--- config.mk ---
export PLATFORM = sky130hd
export DESIGN_NAME = cmd_script_seq
export DESIGN_NICKNAME = d
export VERILOG_FILES = /design/src/rtl/cmd_script_seq.sv
export SDC_FILE = /design/constraint.sdc
export NUM_CORES = 1
export LEC_CHECK = 0
export ABC_CLOCK_PERIOD_IN_PS = 4900
export CAP_MARGIN = 25
export CORE_AREA = 3 3 349 351
export CTS_BUF_LIST = sky130_fd_sc_hd__clkbuf_4
export CTS_CLUSTER_SIZE = 10
export DETAILED_ROUTE_END_ITERATION = 12
export DIE_AREA = 0 0 352 354
export PLACE_DENSITY = 0.42
export SKIP_LAST_GASP = 1
export SLEW_MARGIN = 15
export SYNTH_ARGS = -nofsm -noshare
export SYNTH_HDL_FRONTEND = slang
export SYNTH_SLANG_ARGS = --single-unit
--- constraint.sdc ---
create_clock -name clk -period 4.9 [get_ports clk]
set_clock_uncertainty 0.15 [all_clocks]
set_input_delay 0.735 -clock clk [delete_from_list [all_inputs] [get_ports clk]]
set_output_delay 0.735 -clock clk [all_outputs]
set_load 0.02 [all_outputs]
--- src/rtl/cmd_script_seq.sv ---
// rtl/cmd_script_seq.sv - self-test command-script sequencer with per-phase watchdogs
// Optional: SEQ_CONT_ON_MISMATCH_EN keeps the script running after a response mismatch.
module cmd_script_seq #(
    parameter int DEPTH   = 32,
    parameter int CMD_W   = 16,
    parameter int RESP_W  = 8,
    parameter int SENT_TO = 60000,
    parameter int RESP_TO = 6000000
) (
    input  logic                     clk,
    input  logic                     rst_n,
    input  logic                     wr_en,
    input  logic [$clog2(DEPTH)-1:0] wr_addr,
    input  logic [CMD_W+RESP_W+1:0]  wr_data,
    input  logic                     start,
    input  logic [$clog2(DEPTH):0]   len,
    output logic [CMD_W-1:0]         cmd,
    output logic                     send_cmd,
    input  logic                     cmd_sent,
    input  logic                     resp_rdy,
    input  logic [RESP_W-1:0]        resp,
    output logic                     busy,
    output logic                     done,
    output logic                     err,
    output logic [1:0]               err_code,
    output logic [$clog2(DEPTH)-1:0] err_idx,
    output logic [7:0]               err_cnt,
    output logic [RESP_W-1:0]        last_resp
);
    localparam int AW     = $clog2(DEPTH);
    localparam int EW     = CMD_W + RESP_W + 2;
    localparam int WD_MAX = (SENT_TO > RESP_TO) ? SENT_TO : RESP_TO;
    localparam int WD_W   = $clog2(WD_MAX);
    localparam logic [WD_W-1:0] SENT_LIM = WD_W'(SENT_TO - 1);
    localparam logic [WD_W-1:0] RESP_LIM = WD_W'(RESP_TO - 1);

    typedef enum logic [2:0] {
        S_IDLE, S_FETCH, S_SEND, S_WAIT_SENT, S_WAIT_RESP, S_NEXT, S_DONE, S_HALT
    } state_t;

    state_t              state, next_state;
    logic [EW-1:0]       mem [DEPTH];
    logic [AW-1:0]       idx;
    logic [AW:0]         len_q;
    logic [AW:0]         idx_inc;
    logic [RESP_W-1:0]   exp_q;
    logic [1:0]          rcnt;
    logic [WD_W-1:0]     wd;
    logic                wd_run, last_entry;
    logic                sent_ev, sent_to, resp_ev, resp_to, mism, halt_mism;

    assign idx_inc    = {1'b0, idx} + {{AW{1'b0}}, 1'b1};
    assign last_entry = (idx_inc == len_q);

    // Handshakes outside their own wait state fall through these gates and are ignored.
    assign sent_ev = (state == S_WAIT_SENT) && cmd_sent;
    assign sent_to = (state == S_WAIT_SENT) && !cmd_sent && (wd == SENT_LIM);
    assign resp_ev = (state == S_WAIT_RESP) && resp_rdy;
    assign resp_to = (state == S_WAIT_RESP) && !resp_rdy && (wd == RESP_LIM);
    assign mism    = resp_ev && (resp != exp_q);

`ifdef SEQ_CONT_ON_MISMATCH_EN
    assign halt_mism = 1'b0;
`else
    assign halt_mism = mism;
`endif

    // Watchdog is zero on entry to SEND and restarts on every accepted handshake.
    assign wd_run = (state == S_SEND) ||
                    ((state == S_WAIT_SENT) && !cmd_sent) ||
                    ((state == S_WAIT_RESP) && !resp_rdy);

    always_ff @(posedge clk) begin
        if (wr_en && !busy) begin
            mem[wr_addr] <= wr_data;
        end
    end

    always_ff @(posedge clk) begin
        if (!rst_n) begin
            state <= S_IDLE;
        end else begin
            state <= next_state;
        end
    end

    always_comb begin
        next_state = state;
        case (state)
            S_IDLE:      if (start) next_state = (len == '0) ? S_DONE : S_FETCH;
            S_FETCH:     next_state = S_SEND;
            S_SEND:      next_state = S_WAIT_SENT;
            S_WAIT_SENT: begin
                if (sent_ev)      next_state = (rcnt == 2'd0) ? S_NEXT : S_WAIT_RESP;
                else if (sent_to) next_state = S_HALT;
            end
            S_WAIT_RESP: begin
                if (resp_ev) begin
                    if (halt_mism)          next_state = S_HALT;
                    else if (rcnt == 2'd1)  next_state = S_NEXT;
                end else if (resp_to) begin
                    next_state = S_HALT;
                end
            end
            S_NEXT:      next_state = last_entry ? S_DONE : S_FETCH;
            S_DONE:      next_state = S_IDLE;
            S_HALT:      next_state = S_IDLE;
            default:     next_state = S_IDLE;
        endcase
    end

    always_comb begin
        send_cmd = (state == S_SEND);
        busy     = !(state inside {S_IDLE, S_DONE, S_HALT});
    end

    always_ff @(posedge clk) begin
        if (!rst_n) begin
            cmd       <= '0;
            exp_q     <= '0;
            rcnt      <= '0;
            idx       <= '0;
            len_q     <= '0;
            wd        <= '0;
            done      <= 1'b0;
            err       <= 1'b0;
            err_code  <= 2'd0;
            err_idx   <= '0;
            err_cnt   <= 8'd0;
            last_resp <= '0;
        end else begin
            wd <= wd_run ? wd + WD_W'(1) : '0;
            if (state == S_IDLE && start) begin
                len_q    <= len;
                idx      <= '0;
                done     <= 1'b0;
                err      <= 1'b0;
                err_code <= 2'd0;
                err_idx  <= '0;
                err_cnt  <= 8'd0;
            end
            if (state == S_FETCH) begin
                {rcnt, exp_q, cmd} <= mem[idx];
            end
            if (state == S_NEXT && !last_entry) begin
                idx <= idx + AW'(1);
            end
            if (resp_ev) begin
                last_resp <= resp;
                rcnt      <= rcnt - 2'd1;
            end
            // Only the first recorded error owns err_code / err_idx.
            if (mism) begin
                err <= 1'b1;
                if (err_cnt != 8'hFF) err_cnt <= err_cnt + 8'd1;
                if (err_code == 2'd0) begin
                    err_code <= 2'd3;
                    err_idx  <= idx;
                end
            end
            if (sent_to || resp_to) begin
                err <= 1'b1;
                if (err_code == 2'd0) begin
                    err_code <= sent_to ? 2'd1 : 2'd2;
                    err_idx  <= idx;
                end
            end
            if (next_state == S_DONE) begin
                done <= 1'b1;
            end
        end
    end
endmodule

Yosys cells after proc, flatten, opt, wreduce, memory -nomap -nowiden --
Memories as Yosys holds them, arrays and structs flattened. A register that Yosys moved wholly into a read port is not among the register bits. Index checks and enable logic that the tools add are counted.
Cells by class: add/sub/neg operators 5, eq/ne operators 14, multiplexer cells 37, reductions and logical operators 28
Operator list (count):
- 2-to-1 mux 5 bit | 9
- 2-to-1 mux 3 bit | 9
- 2-to-1 mux 8 bit | 3
- adder 23 x 1 -> 23 bit, second input constant | 1
- == test 23 x 16 -> 1 bit, second input constant | 1
- == test 23 bit, second input constant | 1
- one-hot mux 3 bit (7 select lines) | 1
- 2-to-1 mux 2 bit | 8
- == test 3 bit, second input constant | 5
- logical AND 1 bit | 10
- adder 8 x 1 -> 8 bit, second input constant | 1
- != test 8 bit | 1
- != test 8 bit, second input constant | 1
- 2-to-1 mux 1 bit | 7
- adder 5 x 1 -> 6 bit, second input constant | 1
- == test 3 x 2 -> 1 bit, second input constant | 2
- == test 6 bit | 1
- logical NOT 6 bit | 1
- nonzero test 2 bit | 3
- nonzero test 3 bit | 2
- adder 5 x 1 -> 5 bit, second input constant | 1
- logical NOT 1 bit | 4
- logical NOT 2 bit | 2
- == test 3 x 1 -> 1 bit, second input constant | 1
- other kinds (6) | 8
Word-level totals: register bits after elaboration 88, RAM bits 832, input port bits 51, output and inout port bits 43, word-level logic and storage cells 98, memories 1
Memory list:
- mem | depth 32, bits a word 26, read ports 1, clocked after memory_dff 1, write ports 1, RTL line 42 | logic [EW-1:0] mem [DEPTH];

Logic depth before layout (Yosys ltp) --
depth after elaboration 8, gate-level depth with buffers 9, depth with buffers taken out 7

Worst setup path after synthesis --
No wires, ideal clock.
kind register to register, start register state[1], end memory mem[24][0] in the netlist's numbering, enable pin, setup time 0.409 ns, arrival 2.471 ns, required time 4.341 ns, setup slack 1.870 ns, stages on the path, launching flop included 8, path buffers 1, clock period less this slack 3.030 ns, cells stage by stage dfxtp_1 > buf_6 > nor3_1 > a21o_1 > nand2_1 > nor2_1 > nand3_1 > nor2_1
On the way: word-level cells in the longest chain between the ends 5, elaborated cells on any way between the ends 7, classes of those cells 2 x eq/ne; 2 x mux; 3 x reduce/logical
Ends and longest elaborated chain:
- start: declaration | RTL line 41 | state_t state, next_state;
- start signal: assignment | RTL line 83 | state <= next_state;
- == test 3 bit / logical NOT 3 bit (equally long branches) | RTL line 114 | busy = !(state inside {S_IDLE, S_DONE, S_HALT});
- nonzero test 3 bit * | RTL line 114
- logical AND 1 bit * | RTL line 74 | if (wr_en && !busy) begin
- 2-to-1 mux 1 bit * | RTL line 74
- 2-to-1 mux 1 bit (implied by the code) * | RTL line 75 | mem[wr_addr] <= wr_data;
- end: declaration | RTL line 42
Every way passes the cells marked *; elsewhere a longest branch is shown, timed or not.

Final worst setup path --
start register state[0], end output port busy
On the way: word-level cells in the longest chain between the ends 3, elaborated cells on any way between the ends 5, classes of those cells 2 x eq/ne; 3 x reduce/logical
Ends and longest elaborated chain:
- == test 3 bit / logical NOT 3 bit (equally long branches) | RTL line 114
- nonzero test 3 bit * | RTL line 114
- logical NOT 1 bit * | RTL line 114
- end: declaration | RTL line 22 | output logic busy,
Marks and branches as above.

==> results.toml <==
[die]
ios = 94
die_w_um = 352
row_count = 127
initial_core_util_pct = 29.9
core_sq_um = 119000
die_y_um = 354
die_area_sq_um = 125000

[synthesis]
syn_nets = 1883
synth_area_leaders = "edfxtp_1 (70%), mux4_2 (13%), dfxtp_1 (5.2%)"
ys_types = 71
synth_warnings = 0
synth-compound-area-share_pct = 3.43
synth-seq-cells = 925
synth_top_area_cell = "edfxtp_1"
synth-simple-area-share_pct = 4.64
netlist_area_sq_um = 35700
synth_edf_count = 832
synth_top_cell_area_share_pct = 70.0
async_flop_share_pct = 0
synth-seq-area-share_pct = 75.3
ys.flop_type = "edfxtp_1"
synth_xor_area_share_pct = 0.761
synth_top_family_by_area = "multiplexers"
synthMuxAreaShare_pct = 14.1
avgSynthCellArea_sq_um = 19.5
netlist_instances = 1827
synthAdderAreaFrac_pct = 0.175

[layout]
nNetsFinal = 2217
drive_above_1_share_pct = 31.6
area_growth_pct = 18.1
fill_cells = 11300

[timing]
max_freq_mhz = 260
layout_setup_ws_ns = 1.06
rsz0062_at_grt = "false"
drv_slew = 0
fin_crit_sh_pct = 78.4
tightest_slew_ns = 1.05
final_hold_viol_count = 0
finalSetupViolCount = 0
finalSetupTns_ns = 0
fin_crit_ns = 3.84
maxSlewHeadroom_pct = 30.1

[grt]
overflow = 0
grt_pass1_vias = 20300
grt_max_degree = 84
antenna_found_initial = 8
grt_pass1_wl_mm = 149
track_usage_pct = 16.8

[power_and_ir_drop]
combPwrFrac_pct = 3.4
swShare_pct = 22.2
p_clk_share_pct = 43.0
p_int_mw = 12.7
p_sw_mw = 3.62
ir_worst_vdd_mv = 0.177
p_leak_nw = 13.0
pwr_density_cell_nw_per_um2 = 387
seqPwrFrac_pct = 53.6

[routing]
drc = 0
wirelength_mm = 104
drt_iter0_markers = 1704
ant_nets = 0
firstDrtPassIters = 5
routedWlPerCell_um = 26.5
viasPerCell = 4.88
num_vias = 19300

[worst_setup_path]
cp.required_ns = 4.01
cp-start-kind = "flop"
critPathMaxFanout = 15
crit_arrival_ns = 2.96
crit_type = "flop to primary output"
crit_path_end_kind = "primary output"

[cts]
clkLatencyLatePin_ns = 1.09
cts_buffers = 275
cts_max_level = 5
root_buffer = "clkbuf_4"
tritoncts = "yes"
cts_setup_buffers = 0
cts.sinks = 925
path_clk_slew_ns = 0.06
clockBufferDepth = 4

[status]
status = "finished clean"

[run]
maxCapViolCount = 0

[min_path]
hold_class = "input port to flop"

[placed_design]
portBuffers = 93
place_ws_ns = 1.23
hpwl_mm = 65.0
finalWeightedCongestion = 0.802
## power groups by stage
stage | Clock, mW | Sequential [mW] | Combinational (mW)
5_1_grt | 7.76 | 8.73 | 0.594
3_5_place_dp | 0 | 8.90 | 0.550
2_1_floorplan | 0 | 8.88 | 0.213
6_report | 7.01 | 8.73 | 0.548
4_1_cts | 7.28 | 8.73 | 0.562
3_3_place_gp | 0 | 8.90 | 0.541
## per-layer routing
metal	part of all wire [%]	GRT usage, %	vias to the layer above
met5	0	0	-
met4	1.9	5.71	0
met3	5.9	3.89	125
met2	46	25.4	656
met1	46	23.7	10200
li1	-	-	8292
## flip-flops by register name (all words and copies together), names as in the netlist, 5 cells and up, named ones only
register   cells
mem          832
wd            23
cmd           16
err_cnt        8
exp_q          8
last_resp      8
len_q          6
err_idx        5
idx            5
## through the flow
stage / power [mW] / hold slack (ns) / instances / cell area (sq um) / utilization (%)
after detailed placement: 9.45 / 0.307 / 3475 / 38600 / 32.3
after global placement: 9.44 / 0.304 / 3471 / 38500 / 32.3
after CTS: 16.6 / 0.00718 / 3934 / 42000 / 35.2
final: 16.3 / 0.137 / 3944 / 42100 / 35.3
after floorplan: 9.09 / 0.289 / 1827 / 35700 / -
after global routing: 17.1 / -0.000857 / 3941 / 42100 / 35.3
## layout by cell type, fill, tap and decap left out, types with 3 or more instances in the layout
cell type,instances
mux2i_1,34
or3_1,9
buf_4,23
o22ai_1,50
nor3_1,35
a21oi_1,32
nand3_1,24
xnor2_1,16
a21o_1,5
nor2_1,103
inv_2,6
dfxtp_1,90
buf_2,23
nand4_1,9
o21ai_0,11
bufinv_16,4
o22a_1,6
nor2b_1,5
ha_1,5
edfxtp_1,832
nand2_1,90
a32o_1,19
dlygate4sd3_1,16
buf_12,13
clkinv_2,6
diode_2,5
xor2_1,15
dfxtp_4,3
clkinv_1,37
mux4_2,208
inv_1,12
nand2b_1,7
nand3b_1,5
nor2_4,33
clkbuf_4,391
clkdlybuf4s50_1,70
a31oi_1,7
and3_1,10
a22o_1,8
a22oi_1,9
## layout make-up
cell class                      count  area, sq um  area share [%]
Antenna cell                        5         12.5          0.0297
Clock buffer                      391         2940            6.97
Clock inverter                     52          308           0.731
Inverter                           13         48.8           0.116
Multi-Input combinational cell    800         8500            20.2
Sequential cell                   925        26900            63.8
Tap cell                         1612         2020            4.79
Timing Repair Buffer              146         1440            3.41
## timing repair
item                       in CTS  in global routing
resized for setup               0                  0
setup endpoints to repair       0                  0
hold buffers                   16                  0
hold endpoints to repair       85                  0
## synth_stat cells, types with 16 or more instances
master / n
nand3_1: 24
a21oi_1: 32
xnor2_1: 16
edfxtp_1: 832
clkbuf_1: 40
buf_4: 19
mux2i_1: 34
nor2_1: 136
o22ai_1: 50
mux4_2: 208
nor3_1: 35
nand2_1: 90
dfxtp_1: 93
a32o_1: 19
## cells by family after synthesis
kind of cell,count (synthesis)
AOI/OAI and AO/OA,168
xor gates and xnor gates,31
adders and majority gates,5
buffers and inverters,102
DFF,925
muxes,243
and+or+nand+nor,353
## worst paths after layout
kind                            depth (start not counted)                 startpoint  slack (ns)                   endpoint
worst min-delay path                                    1                wr_data[16]        0.14      mem[16][16]$_DFFE_PP_
worst max register to register                          7        state[0]$_SDFF_PN0_        1.28       mem[1][24]$_DFFE_PP_
worst max-delay path                                    4        state[0]$_SDFF_PN0_        1.06                       busy
worst min register to register                          2  last_resp[2]$_SDFFE_PN0N_        0.31  last_resp[2]$_SDFFE_PN0N_
## critical path: stages, from the launching register on
cell             delay (ns)
dfxtp_1                0.67
nor3_1                 0.19
a21o_1                 0.27
inv_1                  0.12
clkdlybuf4s50_1        0.62
Note: power is estimated with default switching activity, not from simulation.
